## config.mk

```make
export PLATFORM = sky130hd
export DESIGN_NAME = ram_simple_dual_port_flat
export DESIGN_NICKNAME = d
export VERILOG_FILES = /design/src/rtl/ram_simple_dual_port_if.sv /design/src/rtl/ram_simple_dual_port.sv /design/src/flat_wrapper.sv
export SDC_FILE = /design/constraint.sdc
export NUM_CORES = 1
export LEC_CHECK = 0
export ABC_CLOCK_PERIOD_IN_PS = 2100
export BUFFER_PORTS_ARGS = -buffer_cell sky130_fd_sc_hd__buf_4
export CAP_MARGIN = 25
export CORE_ASPECT_RATIO = 1.4
export CORE_UTILIZATION = 38
export DETAILED_ROUTE_END_ITERATION = 10
export GPL_TIMING_DRIVEN = 0
export PLACE_DENSITY_LB_ADDON = 0.1
export SKIP_LAST_GASP = 1
export SYNTH_ARGS = -nofsm -noshare
export SYNTH_HDL_FRONTEND = slang
export SYNTH_SLANG_ARGS = --single-unit
```

## constraint.sdc

```tcl
create_clock -name i_clk -period 2.1 [get_ports i_clk]
set_input_delay 0.21 -clock i_clk [delete_from_list [all_inputs] [get_ports i_clk]]
set_output_delay 0.21 -clock i_clk [all_outputs]
set_load 0.05 [all_outputs]
```

## src/rtl/ram_simple_dual_port_if.sv

```systemverilog
// Bus bundle for ram_simple_dual_port: sweep control, write port and read port.
// The RAM uses the slave modport; the agent driving it uses master.
interface ram_simple_dual_port_if #(
  parameter int unsigned ADDRESS_WIDTH = 4,
  parameter int unsigned DATA_WIDTH    = 8,
  parameter int unsigned BYTE_WIDTH    = 8
);
  localparam int unsigned LANES = DATA_WIDTH / BYTE_WIDTH;

  logic                     clear;
  logic                     busy;
  logic                     wr_en;
  logic [ADDRESS_WIDTH-1:0] wr_addr;
  logic [LANES-1:0]         wr_be;
  logic [DATA_WIDTH-1:0]    wr_data;
  logic                     rd_en;
  logic [ADDRESS_WIDTH-1:0] rd_addr;
  logic [DATA_WIDTH-1:0]    rd_data;
  logic                     rd_valid;

  modport master (
    output clear, wr_en, wr_addr, wr_be, wr_data, rd_en, rd_addr,
    input  busy, rd_data, rd_valid
  );

  modport slave (
    input  clear, wr_en, wr_addr, wr_be, wr_data, rd_en, rd_addr,
    output busy, rd_data, rd_valid
  );
endinterface

```

## src/rtl/ram_simple_dual_port.sv

```systemverilog
// Simple-dual-port RAM with byte-lane writes, 1/2-cycle reads, selectable
// read-during-write ordering and a whole-array clear sweep.
module ram_simple_dual_port #(
  parameter int unsigned          ADDRESS_WIDTH  = 4,
  parameter int unsigned          DATA_WIDTH     = 8,
  parameter int unsigned          BYTE_WIDTH     = 8,
  parameter int unsigned          READ_LATENCY   = 1,
  parameter int unsigned          WRITE_FIRST    = 0,
  parameter int unsigned          CLEAR_ON_RESET = 1,
  parameter logic [DATA_WIDTH-1:0] CLEAR_VALUE   = '0
) (
  input  logic                   i_clk,
  input  logic                   i_rst_n,
  ram_simple_dual_port_if.slave  bus
);

  localparam int unsigned AW    = ADDRESS_WIDTH;
  localparam int unsigned DW    = DATA_WIDTH;
  localparam int unsigned BW    = BYTE_WIDTH;
  localparam int unsigned LANES = DW / BW;
  localparam int unsigned DEPTH = 1 << AW;

  typedef enum logic {
    ST_IDLE  = 1'b0,
    ST_CLEAR = 1'b1
  } state_t;

  state_t          r_state;
  state_t          w_state_nxt;
  logic [AW-1:0]   r_cnt;
  logic [AW-1:0]   w_cnt_nxt;
  logic            r_busy;
  logic            w_busy_nxt;

  logic            w_mem_we;
  logic [AW-1:0]   w_mem_addr;
  logic [LANES-1:0] w_mem_be;
  logic [DW-1:0]   w_mem_wdata;
  logic            w_rd_acc;
  logic [DW-1:0]   w_rd_word;

  logic [DW-1:0]   r_mem [DEPTH];

  logic            r_rd_valid1;
  logic [DW-1:0]   r_rd_data1;

  // State, sweep counter and busy flag
  always_ff @(posedge i_clk or negedge i_rst_n) begin
    if (!i_rst_n) begin
      r_state <= (CLEAR_ON_RESET != 0) ? ST_CLEAR : ST_IDLE;
      r_cnt   <= '0;
      r_busy  <= (CLEAR_ON_RESET != 0);
    end else begin
      r_state <= w_state_nxt;
      r_cnt   <= w_cnt_nxt;
      r_busy  <= w_busy_nxt;
    end
  end

  // Next state and memory-port steering; the sweep owns the write port
  always_comb begin
    w_state_nxt = r_state;
    w_cnt_nxt   = r_cnt;
    w_busy_nxt  = r_busy;
    w_mem_we    = 1'b0;
    w_mem_addr  = bus.wr_addr;
    w_mem_be    = bus.wr_be;
    w_mem_wdata = bus.wr_data;
    w_rd_acc    = 1'b0;
    case (r_state)
      ST_CLEAR: begin
        w_mem_we    = i_rst_n;
        w_mem_addr  = r_cnt;
        w_mem_be    = '1;
        w_mem_wdata = CLEAR_VALUE;
        w_cnt_nxt   = r_cnt + AW'(1);
        if (&r_cnt) begin
          w_state_nxt = ST_IDLE;
          w_busy_nxt  = 1'b0;
        end
      end
      default: begin
        if (bus.clear) begin
          w_state_nxt = ST_CLEAR;
          w_cnt_nxt   = '0;
          w_busy_nxt  = 1'b1;
        end else begin
          w_mem_we = bus.wr_en & i_rst_n;
          w_rd_acc = bus.rd_en;
        end
      end
    endcase
  end

  // Read word, optionally overlaid with same-address write lanes
  always_comb begin
    w_rd_word = r_mem[bus.rd_addr];
    if ((WRITE_FIRST != 0) && w_mem_we && (w_mem_addr == bus.rd_addr)) begin
      for (int unsigned k = 0; k < LANES; k++) begin
        if (w_mem_be[k]) begin
          w_rd_word[k*BW +: BW] = w_mem_wdata[k*BW +: BW];
        end
      end
    end
  end

  // Storage array, intentionally not reset
  always_ff @(posedge i_clk) begin
    if (w_mem_we) begin
      for (int unsigned k = 0; k < LANES; k++) begin
        if (w_mem_be[k]) begin
          r_mem[w_mem_addr][k*BW +: BW] <= w_mem_wdata[k*BW +: BW];
        end
      end
    end
  end

  // First read stage; data holds when no read is accepted
  always_ff @(posedge i_clk or negedge i_rst_n) begin
    if (!i_rst_n) begin
      r_rd_valid1 <= 1'b0;
      r_rd_data1  <= '0;
    end else begin
      r_rd_valid1 <= w_rd_acc;
      if (w_rd_acc) begin
        r_rd_data1 <= w_rd_word;
      end
    end
  end

  if (READ_LATENCY > 1) begin : g_lat2
    logic          r_rd_valid2;
    logic [DW-1:0] r_rd_data2;

    always_ff @(posedge i_clk or negedge i_rst_n) begin
      if (!i_rst_n) begin
        r_rd_valid2 <= 1'b0;
        r_rd_data2  <= '0;
      end else begin
        r_rd_valid2 <= r_rd_valid1;
        if (r_rd_valid1) begin
          r_rd_data2 <= r_rd_data1;
        end
      end
    end

    assign bus.rd_valid = r_rd_valid2;
    assign bus.rd_data  = r_rd_data2;
  end else begin : g_lat1
    assign bus.rd_valid = r_rd_valid1;
    assign bus.rd_data  = r_rd_data1;
  end

  assign bus.busy = r_busy;

endmodule

```

## src/flat_wrapper.sv

```systemverilog
// flat-port wrapper written by rule: the top's interface ports become plain ports
module ram_simple_dual_port_flat 
#(
  parameter int unsigned          ADDRESS_WIDTH  = 4,
  parameter int unsigned          DATA_WIDTH     = 8,
  parameter int unsigned          BYTE_WIDTH     = 8,
  parameter int unsigned          READ_LATENCY   = 1,
  parameter int unsigned          WRITE_FIRST    = 0,
  parameter int unsigned          CLEAR_ON_RESET = 1,
  parameter logic [DATA_WIDTH-1:0] CLEAR_VALUE   = '0
)
  (i_clk, i_rst_n, bus_clear, bus_wr_en, bus_wr_addr, bus_wr_be, bus_wr_data, bus_rd_en, bus_rd_addr, bus_busy, bus_rd_data, bus_rd_valid);
  ram_simple_dual_port_if #(.ADDRESS_WIDTH(ADDRESS_WIDTH), .DATA_WIDTH(DATA_WIDTH), .BYTE_WIDTH(BYTE_WIDTH)) bus_i ();
  input  logic i_clk;
  input  logic i_rst_n;
  input wire logic [$bits(bus_i.clear)-1:0] bus_clear;
  input wire logic [$bits(bus_i.wr_en)-1:0] bus_wr_en;
  input wire logic [$bits(bus_i.wr_addr)-1:0] bus_wr_addr;
  input wire logic [$bits(bus_i.wr_be)-1:0] bus_wr_be;
  input wire logic [$bits(bus_i.wr_data)-1:0] bus_wr_data;
  input wire logic [$bits(bus_i.rd_en)-1:0] bus_rd_en;
  input wire logic [$bits(bus_i.rd_addr)-1:0] bus_rd_addr;
  output wire logic [$bits(bus_i.busy)-1:0] bus_busy;
  output wire logic [$bits(bus_i.rd_data)-1:0] bus_rd_data;
  output wire logic [$bits(bus_i.rd_valid)-1:0] bus_rd_valid;
  assign bus_i.clear = bus_clear;
  assign bus_i.wr_en = bus_wr_en;
  assign bus_i.wr_addr = bus_wr_addr;
  assign bus_i.wr_be = bus_wr_be;
  assign bus_i.wr_data = bus_wr_data;
  assign bus_i.rd_en = bus_rd_en;
  assign bus_i.rd_addr = bus_rd_addr;
  assign bus_busy = bus_i.busy;
  assign bus_rd_data = bus_i.rd_data;
  assign bus_rd_valid = bus_i.rd_valid;
  ram_simple_dual_port #(.ADDRESS_WIDTH(ADDRESS_WIDTH), .DATA_WIDTH(DATA_WIDTH), .BYTE_WIDTH(BYTE_WIDTH), .READ_LATENCY(READ_LATENCY), .WRITE_FIRST(WRITE_FIRST), .CLEAR_ON_RESET(CLEAR_ON_RESET), .CLEAR_VALUE(CLEAR_VALUE)) u_core (.i_clk(i_clk), .i_rst_n(i_rst_n), .bus(bus_i));
endmodule
```

==> results of run 1 <==
synth_stat cells, types with 2 or more instances:
master      n  share of area, %
nand2b_1    4              0.43
dfstp_2     2              0.91
a22oi_1     7              0.91
mux2_2     11               2.1
o21ai_1     7              0.61
nor2b_1    10               1.1
nand3_1     3              0.26
mux4_2     22               8.6
o31ai_1     3              0.39
buf_2       7              0.61
a21oi_1     3              0.26
clkbuf_1    5              0.33
nand2_1    13              0.85
inv_1       6              0.39
mux2i_1     8               1.4
o32ai_1     3              0.46
nor2_1     21               1.4
dfrtp_1    13               5.6
edfxtp_1  128                67
o21ai_0     2              0.17
mux4_1      7               3.2
layer usage:
metal / part of all wire [%] / GRT usage [%] / wire length (um) / vias up
li1: - / - / - / 1367
met1: 40 / 21.4 / 5250 / 1571
met2: 55 / 32.2 / 7180 / 45
met3: 2.4 / 3.13 / 311 / 15
met4: 2.1 / 7.99 / 273 / 0
met5: 0 / 0 / 0 / -
flip-flops by register name, summed over array words and instances, names as in the netlist:
name and cells:
u_core.bus.busy 1, u_core.bus.rd_data 8, u_core.bus.rd_valid 1, u_core.r_cnt 4, u_core.r_mem 128, u_core.r_state 1
layout make-up:
| class | instances | area, sq um | share of cell area [%] |
|---|---|---|---|
| flip-flops and latches | 143 | 4220 | 58.6 |
| multi-input cells | 142 | 1570 | 21.8 |
| repair buffers | 45 | 443 | 6.15 |
| clock buffers | 18 | 429 | 5.96 |
| well taps | 189 | 236 | 3.28 |
| clock inverters | 14 | 181 | 2.52 |
| plain buffers | 15 | 100 | 1.39 |
| inverters | 6 | 22.5 | 0.313 |
how the worst min path moves through the flow:
stage,startpoint,endpoint,slack [ps],cells past startpoint
CTS,bus_clear,u_core.r_cnt[2],20,2
floorplan,i_rst_n,u_core.bus.rd_data[0],-90,0
detailed placement,i_rst_n,u_core.r_cnt[0],100,1
finish,bus_clear,u_core.r_cnt[2],40,2
global placement,i_rst_n,u_core.r_cnt[1],100,1
global route,bus_clear,u_core.r_cnt[2],40,2
stage by stage:
| stage | setup WS [ps] | TNS (ps) | area, sq um |
|---|---|---|---|
| 2_1_floorplan | 62.5 | 0 | 5760 |
| 3_3_place_gp | -658 | -76380 | 6220 |
| 3_5_place_dp | -632 | -68200 | 6270 |
| 4_1_cts | 3.94 | 0 | 7170 |
| 5_1_grt | 54.6 | 0 | 7200 |
| 6_report | 180 | 0 | 7200 |
logic make-up after synthesis:
| family | count (synthesis) |
|---|---|
| AO/OA/AOI/OAI | 34 |
| flip-flops | 143 |
| multiplexers | 48 |
| XOR/XNOR | 2 |
| AND/OR/NAND/NOR | 57 |
| adder cells (fa/ha/maj) | 1 |
| buffers and inverters | 22 |
power by group:
part	internal, uW	switching (uW)
sequential	3660	173
clock	1890	1220
combinational	724	1350
repair_timing:
item | 4_1_cts | 5_1_grt
endpoints found under the setup margin | 196 | 136
hold buffers | 1 | 0
pin swaps | 7 | 1
hold endpoints to repair | 15 | 0
setup buffers | 7 | 1
resized for setup | 42 | 2
==> results.ini, run 1 <==
[setup_path]
cp-endpoint = u_core.r_mem[10][5]
cp_max_fo = 10
r2r-start = u_core.r_state
cp_slowest_stage_delay_ps = 400
reg2reg_setup_slack_ps = 180
setup.worst_path.end_class = flop
cp.depth = 4
path_buf_inv = 1
cp_top_family = simple AND/OR/NAND/NOR gates
startpoint_type = flop
critical_path.cell_chain = clkbuf_2, o32ai_1, nand2_1, nor2_4
critPathLaunch = u_core.r_state
required_ps = 2180
reg2regPathDepth = 4
critPathArrivalTime_ps = 2000
crit_path_top_delay_cell = dfstp_2
critPathKind = reg2reg
reg2reg_to = u_core.r_mem[10][5]

[synthesis]
syn-num-nets = 330
synth-compound-area-share_pct = 4.08
syn_inst = 307
synthAdderAreaFrac_pct = 0.217
synth.distinct_cells = 43
synth-xor-area-share_pct = 0.304
ys_seq_area_share_pct = 73.3
yosys_warnings = 0
synth_seq_cells = 143
synth_top_family_by_area = multiplexers
yosys_most_used_dff = edfxtp_1
synth_area_sq_um = 5760
async_flop_share_pct = 10.5
yosys-mux-area-fraction_pct = 15.3
postSynthAreaPerCell_sq_um = 18.8
synth_edf_count = 128
synth-simple-area-share_pct = 4.73

[sta]
final-hold-violation-count = 0
slew_viol_final = 0
period_needed_ps = 1920
setup_viol = 0
slew_headroom_pct = 53.2
whs_ps = 35.1
fin_worst_skew_ps = 6.01
grt_setup_unrepaired = no
fin_crit_sh_pct = 91.4
tightest_slew_ps = 700
fmax_mhz = 521

[cts]
insertion_delay_ps = 410
cts_tree = yes
root_buffer = clkbuf_16
cts.reportedPaths.clkPinSlew_ps = 60
cts_buffers = 17
cts.htree.levels = 4
clock-sinks = 143
cts.path.max_buffers = 2

[cells_and_area]
fill_cells = 1262
layout-drive-gt1-share_pct = 38.4
nets = 393
final_cells = 572
final_core_utilization_pct = 49.2
synthToLayoutAreaGrowth_pct = 25.0
final_cell_mix = 128 x edfxtp_1, 34 x buf_4, 22 x mux4_2
diodes = 0
final_common_cell = edfxtp_1

[drt]
route.detailed.drc = 0
routed_wl_mm = 13.0
routedWlPerCell_um = 22.8
antenna_left = 0
dr.pass1.iters = 4
vias = 2998
drt_iter0_drc = 227
viasPerCell = 5.24

[power]
power_leakage_uw = 0.00249
vdd_ir_drop_max_mv = 0.565
power_density_nw_per_um2 = 1250
p_total_uw = 9020

[floorplan]
coreArea_sq_um = 14600
die_h_um = 148
initial_core_util_pct = 39.4
num_rows = 52
die-width_um = 106
io_pins = 32
dieArea_sq_um = 15700

[global_route]
grt_max_degree = 17
grt_pass1_wl_mm = 19.5
grtUsageTotal_pct = 18.1
overflow = 0
grt_pass1_vias = 3208
antenna_found_initial = 0

[placed_design]
dp_cells = 530
hpwl_mm = 8.76
io_buffer_count = 29
gp_congestion = 0.721

[job]
maxCapViolCount = 0

[worst_hold_path]
hp-class = in2reg

[status]
status = complete, no violations

(Power assumes the default switching activity.)
==> run 2: changes to the inputs <==
--- a/config.mk
+++ b/config.mk
@@ -12,6 +12,7 @@
 export CORE_UTILIZATION = 38
 export DETAILED_ROUTE_END_ITERATION = 10
 export GPL_TIMING_DRIVEN = 0
+export HOLD_SLACK_MARGIN = 0.08
 export PLACE_DENSITY_LB_ADDON = 0.1
 export SKIP_LAST_GASP = 1
 export SYNTH_ARGS = -nofsm -noshare
==> run 2 against run 1 <==
Against the previous run:
- wire length is essentially flat
- die area is the same
- critical path depth is the same
- flip-flop and latch count is the same
- count of clock-buffer cells in the layout is the same
- clock skew is essentially flat
- via count grew 0.57%
- worst hold slack gained 180 ps
- register-to-register slack lost 40 ps
- power is essentially flat
- sequential power is essentially flat
- core utilization grew 0.068 points
- critical endpoint is now u_core.r_mem[14][1]
- largest power group unchanged
==> results.ini, run 2 (synthesis gave the netlist of run 1 again) <==
[status]
status = complete, no violations

[cells_and_area]
diodes = 0  ; unchanged
final_common_cell = edfxtp_1
layout-drive-gt1-share_pct = 38.3  ; -0.10 points
largest_register_ff_count = 128  ; unchanged
nets = 394  ; +0.25%
fill_cells = 1261  ; -0.079%
regMostFlops = u_core.r_mem
synthToLayoutAreaGrowth_pct = 25.1
final_cell_mix = 128 x edfxtp_1, 34 x buf_4, 22 x mux4_2

[worst_hold_path]
hp-class = in2async

[drt]
drt_iter0_drc = 183  ; -19%
routed_wl_mm = 13.0  ; about the same
viasPerCell = 5.26  ; +0.39%
vias = 3015  ; +0.57%
antenna_left = 0  ; unchanged
routedWlPerCell_um = 22.7  ; -0.21%
route.detailed.drc = 0  ; unchanged
dr.pass1.iters = 4  ; unchanged

[sta]
final-hold-violation-count = 0  ; unchanged
slew_headroom_pct = 52.3  ; -1.0 points
fin_worst_skew_ps = 5.91  ; -0.104 ps
grt_setup_unrepaired = no
period_needed_ps = 1960  ; +35.4 ps
whs_ps = 214  ; +178 ps
fmax_mhz = 511  ; -1.8%
fin_crit_sh_pct = 93.1  ; +1.7 points
tightest_slew_ps = 715  ; +14.9 ps
slew_viol_final = 0  ; unchanged
totalNegativeSetupSlack_ps = 0  ; unchanged
setup_viol = 0  ; unchanged

[job]
maxCapViolCount = 0  ; unchanged

[placed_design]
hpwl_mm = 8.76  ; unchanged
io_buffer_count = 29  ; unchanged
gp_congestion = 0.721  ; unchanged

[floorplan]
coreArea_sq_um = 14600  ; unchanged
initial_core_util_pct = 39.4  ; unchanged
num_rows = 52  ; unchanged
dieArea_sq_um = 15700  ; unchanged
die_h_um = 148  ; unchanged
die-width_um = 106  ; unchanged
io_pins = 32  ; unchanged

[power]
vdd_ir_drop_max_mv = 0.565  ; about the same
p_total_uw = 9020  ; about the same
power_leakage_uw = 0.00249  ; +0.17%
power_density_nw_per_um2 = 1250  ; -0.15%

[setup_path]
critPathArrivalTime_ps = 2030  ; +30 ps
critPathKind = reg2reg
startpoint_type = flop
critPathLaunch = u_core.r_state
cp_slowest_stage_delay_ps = 400  ; about the same
reg2regPathDepth = 4  ; unchanged
path_buf_inv = 1  ; unchanged
cp.depth = 4  ; unchanged
r2r-start = u_core.r_state
reg2reg_setup_slack_ps = 140  ; -40 ps
reg2reg_to = u_core.r_mem[14][1]
crit_path_top_delay_cell = dfstp_2
cp_max_fo = 10  ; unchanged
cp_top_family = simple AND/OR/NAND/NOR gates
setup.worst_path.end_class = flop
cp-endpoint = u_core.r_mem[14][1]
required_ps = 2180  ; about the same
critical_path.cell_chain = clkbuf_2, o32ai_1, nand2_1, nor2_4

[global_route]
grtUsageTotal_pct = 18.1  ; about the same
antenna_found_initial = 0  ; unchanged
grt_pass1_vias = 3211  ; +0.094%
grt_pass1_wl_mm = 19.5  ; about the same
grt_max_degree = 17  ; unchanged
overflow = 0  ; unchanged

[cts]
cts_tree = yes
clock-sinks = 143  ; unchanged
cts.path.max_buffers = 2  ; unchanged
cts.reportedPaths.clkPinSlew_ps = 60  ; about the same
cts_buffers = 17  ; unchanged
root_buffer = clkbuf_16
insertion_delay_ps = 410  ; about the same
cts.htree.levels = 4  ; unchanged

run 2: worst min-delay path by stage:
stage | to | slack (ps) | from
2_1_floorplan | u_core.bus.rd_data[0] | -90 | i_rst_n
3_3_place_gp | u_core.r_cnt[1] | 100 | i_rst_n
3_5_place_dp | u_core.r_cnt[0] | 100 | i_rst_n
4_1_cts | u_core.r_cnt[0] | 200 | i_rst_n
5_1_grt | u_core.r_cnt[3] | 230 | i_rst_n
6_report | u_core.r_cnt[0] | 210 | i_rst_n
run 2: stage by stage:
step | setup slack, ps | cells | utilization (%) | area [sq um]
after floorplan | 62.5 | 307 | - | 5760
after global placement | -658 | 525 | 42.5 | 6220
after detailed placement | -632 | 530 | 42.8 | 6270
after CTS | 3.94 | 571 | 49.0 | 7180
after global routing | 38.8 | 573 | 49.3 | 7210
final | 144 | 573 | 49.3 | 7210
run 2: area by class of cell:
| class | count | area, sq um | area share [%] |
|---|---|---|---|
| Clock buffer | 18 | 429 | 5.95 |
| Inverter | 6 | 22.5 | 0.312 |
| Buffer | 15 | 100 | 1.39 |
| Clock inverter | 14 | 181 | 2.52 |
| Tap cell | 189 | 236 | 3.28 |
| Timing Repair Buffer | 46 | 453 | 6.28 |
| Multi-Input combinational cell | 142 | 1570 | 21.7 |
| Sequential cell | 143 | 4220 | 58.5 |
run 2: timing repair:
item | CTS | global route
endpoints found under the setup margin | 196 | 136
hold endpoints to repair | 18 | 0
gates resized for setup | 42 | 2
pin swaps | 7 | 1
hold buffers | 2 | 0
setup buffers | 7 | 1
run 2: power breakdown:
group,internal [uW],switching (uW),leakage (uW),total [uW]
Clock,1890,1220,0.000290,3110
Combinational,725,1350,0.000830,2080
Sequential,3660,173,0.00137,3830
run 2: layer usage:
layer / up-vias / GRT usage (%) / share of wire, %
met2: 47 / 32.2 / 55
met1: 1582 / 21.4 / 40
li1: 1369 / - / -
met5: - / 0 / 0
met4: 0 / 7.99 / 2.2
met3: 17 / 3.13 / 2.3
run 2: worst register-to-register path, stage by stage (launching register included):
cell and delay, ps:
dfstp_2 400, clkbuf_2 190, o32ai_1 330, nand2_1 320
nor2_4 390
==> run 3: changes to the inputs <==
--- a/config.mk
+++ b/config.mk
@@ -9,6 +9,7 @@
 export BUFFER_PORTS_ARGS = -buffer_cell sky130_fd_sc_hd__buf_4
 export CAP_MARGIN = 25
 export CORE_ASPECT_RATIO = 1.4
+export CORE_MARGIN = 5
 export CORE_UTILIZATION = 38
 export DETAILED_ROUTE_END_ITERATION = 10
 export GPL_TIMING_DRIVEN = 0
==> run 3 against run 2 <==
Against the previous run:
- setup slack lost 18 ps
- critical path type unchanged
- die area is 13% higher
- design area rose by 1.1%
- critical path depth decreased by 1
- first-iteration DRC count fell by 9.3%
- power down 1.6%
- cell count is 1.7% higher
- highest routed layer unchanged
- fmax down 0.92%
==> results.ini, run 3 (synthesis gave the netlist of run 1 again) <==
[worst_hold_path]
hp-class = in2async

[setup_path]
startpoint_type = flop
critPathLaunch = u_core.r_state
cp-endpoint = u_core.r_mem[12][5]
reg2regPathDepth = 3  ; -1
reg2reg_to = u_core.r_mem[12][5]
reg2reg_setup_slack_ps = 130  ; -20 ps
critPathArrivalTime_ps = 2040  ; about the same
setup.worst_path.end_class = flop
r2r-start = u_core.r_state
cp_max_fo = 16  ; +6
required_ps = 2170  ; about the same
critPathKind = reg2reg

[power]
switching_share_pct = 31.2  ; +0.75 points
vdd_ir_drop_max_mv = 0.486  ; -14%
p_switching_uw = 2770  ; +0.81%
p_clk_share_pct = 32.2  ; -2.3 points
power_leakage_uw = 0.00251  ; +0.80%
pwr-share-seq_pct = 43.2  ; +0.8 points
comb_power_share_pct = 24.5  ; +1.5 points
power_density_nw_per_um2 = 1220  ; -2.7%
p_int_uw = 6110  ; -2.7%
p_total_uw = 8880  ; -1.6%

[floorplan]
io_pins = 32  ; unchanged
num_rows = 53  ; +1.9%
initial_core_util_pct = 38.4  ; -0.91 points
die-width_um = 114  ; +7.5%
die_h_um = 156  ; +5.4%
dieArea_sq_um = 17800  ; +13%
coreArea_sq_um = 15000  ; +2.4%

[sta]
grt_setup_unrepaired = no
slew_headroom_pct = 30.9  ; -21 points
tightest_slew_ps = 1030  ; +320 ps
setup_viol = 0  ; unchanged
fin_crit_sh_pct = 94.0  ; +0.86 points
fmax_mhz = 507  ; -0.92%
period_needed_ps = 1970  ; +18.1 ps
slew_viol_final = 0  ; unchanged
setup_ws_ps = 126  ; -18.1 ps
final-hold-violation-count = 0  ; unchanged
fin_worst_skew_ps = 5.82  ; -0.0850 ps

[global_route]
grt_pass1_wl_mm = 19.8  ; +1.1%
grtUsageTotal_pct = 15.7  ; -2.4 points
grt_max_degree = 17  ; unchanged
antenna_found_initial = 0  ; unchanged
grt_pass1_vias = 3213  ; +0.062%
overflow = 0  ; unchanged

[cells_and_area]
final_cell_mix = 128 x edfxtp_1, 39 x buf_4, 22 x mux4_2
diodes = 0  ; unchanged
largest_register_ff_count = 128  ; unchanged
final_common_cell = edfxtp_1
layout-drive-gt1-share_pct = 38.4  ; +0.082 points
nets = 401  ; +1.8%
synthToLayoutAreaGrowth_pct = 26.5
regMostFlops = u_core.r_mem

[cts]
cts.htree.levels = 4  ; unchanged
cts.path.max_buffers = 2  ; unchanged
cts.reportedPaths.clkPinSlew_ps = 60  ; about the same
cts_buffers = 17  ; unchanged
insertion_delay_ps = 410  ; about the same
root_buffer = clkbuf_16
cts_tree = yes
clock-sinks = 143  ; unchanged

[drt]
routedWlPerCell_um = 22.4  ; -1.2%
antenna_left = 0  ; unchanged
viasPerCell = 5.15  ; -2.1%
route.detailed.drc = 0  ; unchanged
drt_iter0_drc = 166  ; -9.3%
dr.pass1.iters = 4  ; unchanged
vias = 3004  ; -0.36%
routed_wl_mm = 13.1  ; +0.54%

[job]
maxCapViolCount = 0  ; unchanged

[placed_design]
pre_cts_slack_ps = -629  ; +2.82 ps
io_buffer_count = 29  ; unchanged
hpwl_mm = 8.79  ; +0.25%
gp_congestion = 0.778  ; +7.9%

[status]
status = complete, no violations

## run 3: changes by cell type in the layout (fill, tap and decap cells not counted), moves of 2 or more
cell       change
buf_6          -2
buf_12         +5
clkinv_4       -2
buf_4          +5
bufinv_16      -2
inv_6          +2
clkinv_1       +2
## run 3: routing by layer
layer / GRT usage [%] / wire (um) / up-vias / part of all wire, %
met5: 0 / 0 / - / 0
met4: 4.75 / 170 / 0 / 1.3
met3: 2.95 / 281 / 15 / 2.1
met2: 28.3 / 7220 / 42 / 55
met1: 18.9 / 5410 / 1561 / 41
li1: - / - / 1386 / -
## run 3: per-stage QoR
stage	util [%]	hold WS [ps]	TNS (ps)	std cells	instance area [sq um]
floorplan	-	-85.6	0	307	5760
global placement	41.5	101	-72980	528	6220
detailed placement	41.9	101	-64060	534	6270
CTS	47.9	204	0	579	7180
global route	48.6	222	0	583	7290
finish	48.6	208	0	583	7290
## run 3: worst max-delay path, cell delays in order (launching register included)
cell and delay (ps):
dfstp_2 400, clkbuf_2 200, buf_2 220, nor2b_1 810
## run 3: power by group through the flow
stage          combinational, uW  sequential [uW]  clock, uW
6_report                    2180             3840       2860
5_1_grt                     2330             3880       3060
4_1_cts                     2120             3820       2910
3_5_place_dp                1780             3880          0
3_3_place_gp                1720             3870          0
2_1_floorplan                866             4140          0
## run 3: layout make-up
cell class,instances,area (sq um)
Multi-Input combinational cell,142,1580
Tap cell,192,240
Clock inverter,14,131
Inverter,6,22.5
Timing Repair Buffer,53,561
Fill cell,1317,7700
Buffer,15,98.8
Sequential cell,143,4220
Clock buffer,18,429
## run 3: timing repair
item | 4_1_cts | 5_1_grt
buffers inserted | 11 | 4
hold buffers | 2 | 0
endpoints found under the hold margin | 19 | 0
resized for setup | 40 | 5
pin swaps | 10 | 4
endpoints found under the setup margin | 168 | 152
## run 3: worst min-delay path by stage
stage             from               endpoint  slack [ps]  cells past startpoint
3_3_place_gp   i_rst_n        u_core.r_cnt[2]         100                      1
4_1_cts        i_rst_n        u_core.r_cnt[3]         200                      2
2_1_floorplan  i_rst_n  u_core.bus.rd_data[0]         -90                      0
3_5_place_dp   i_rst_n        u_core.r_cnt[3]         100                      1
5_1_grt        i_rst_n        u_core.r_cnt[3]         220                      2
6_report       i_rst_n        u_core.r_cnt[2]         210                      2
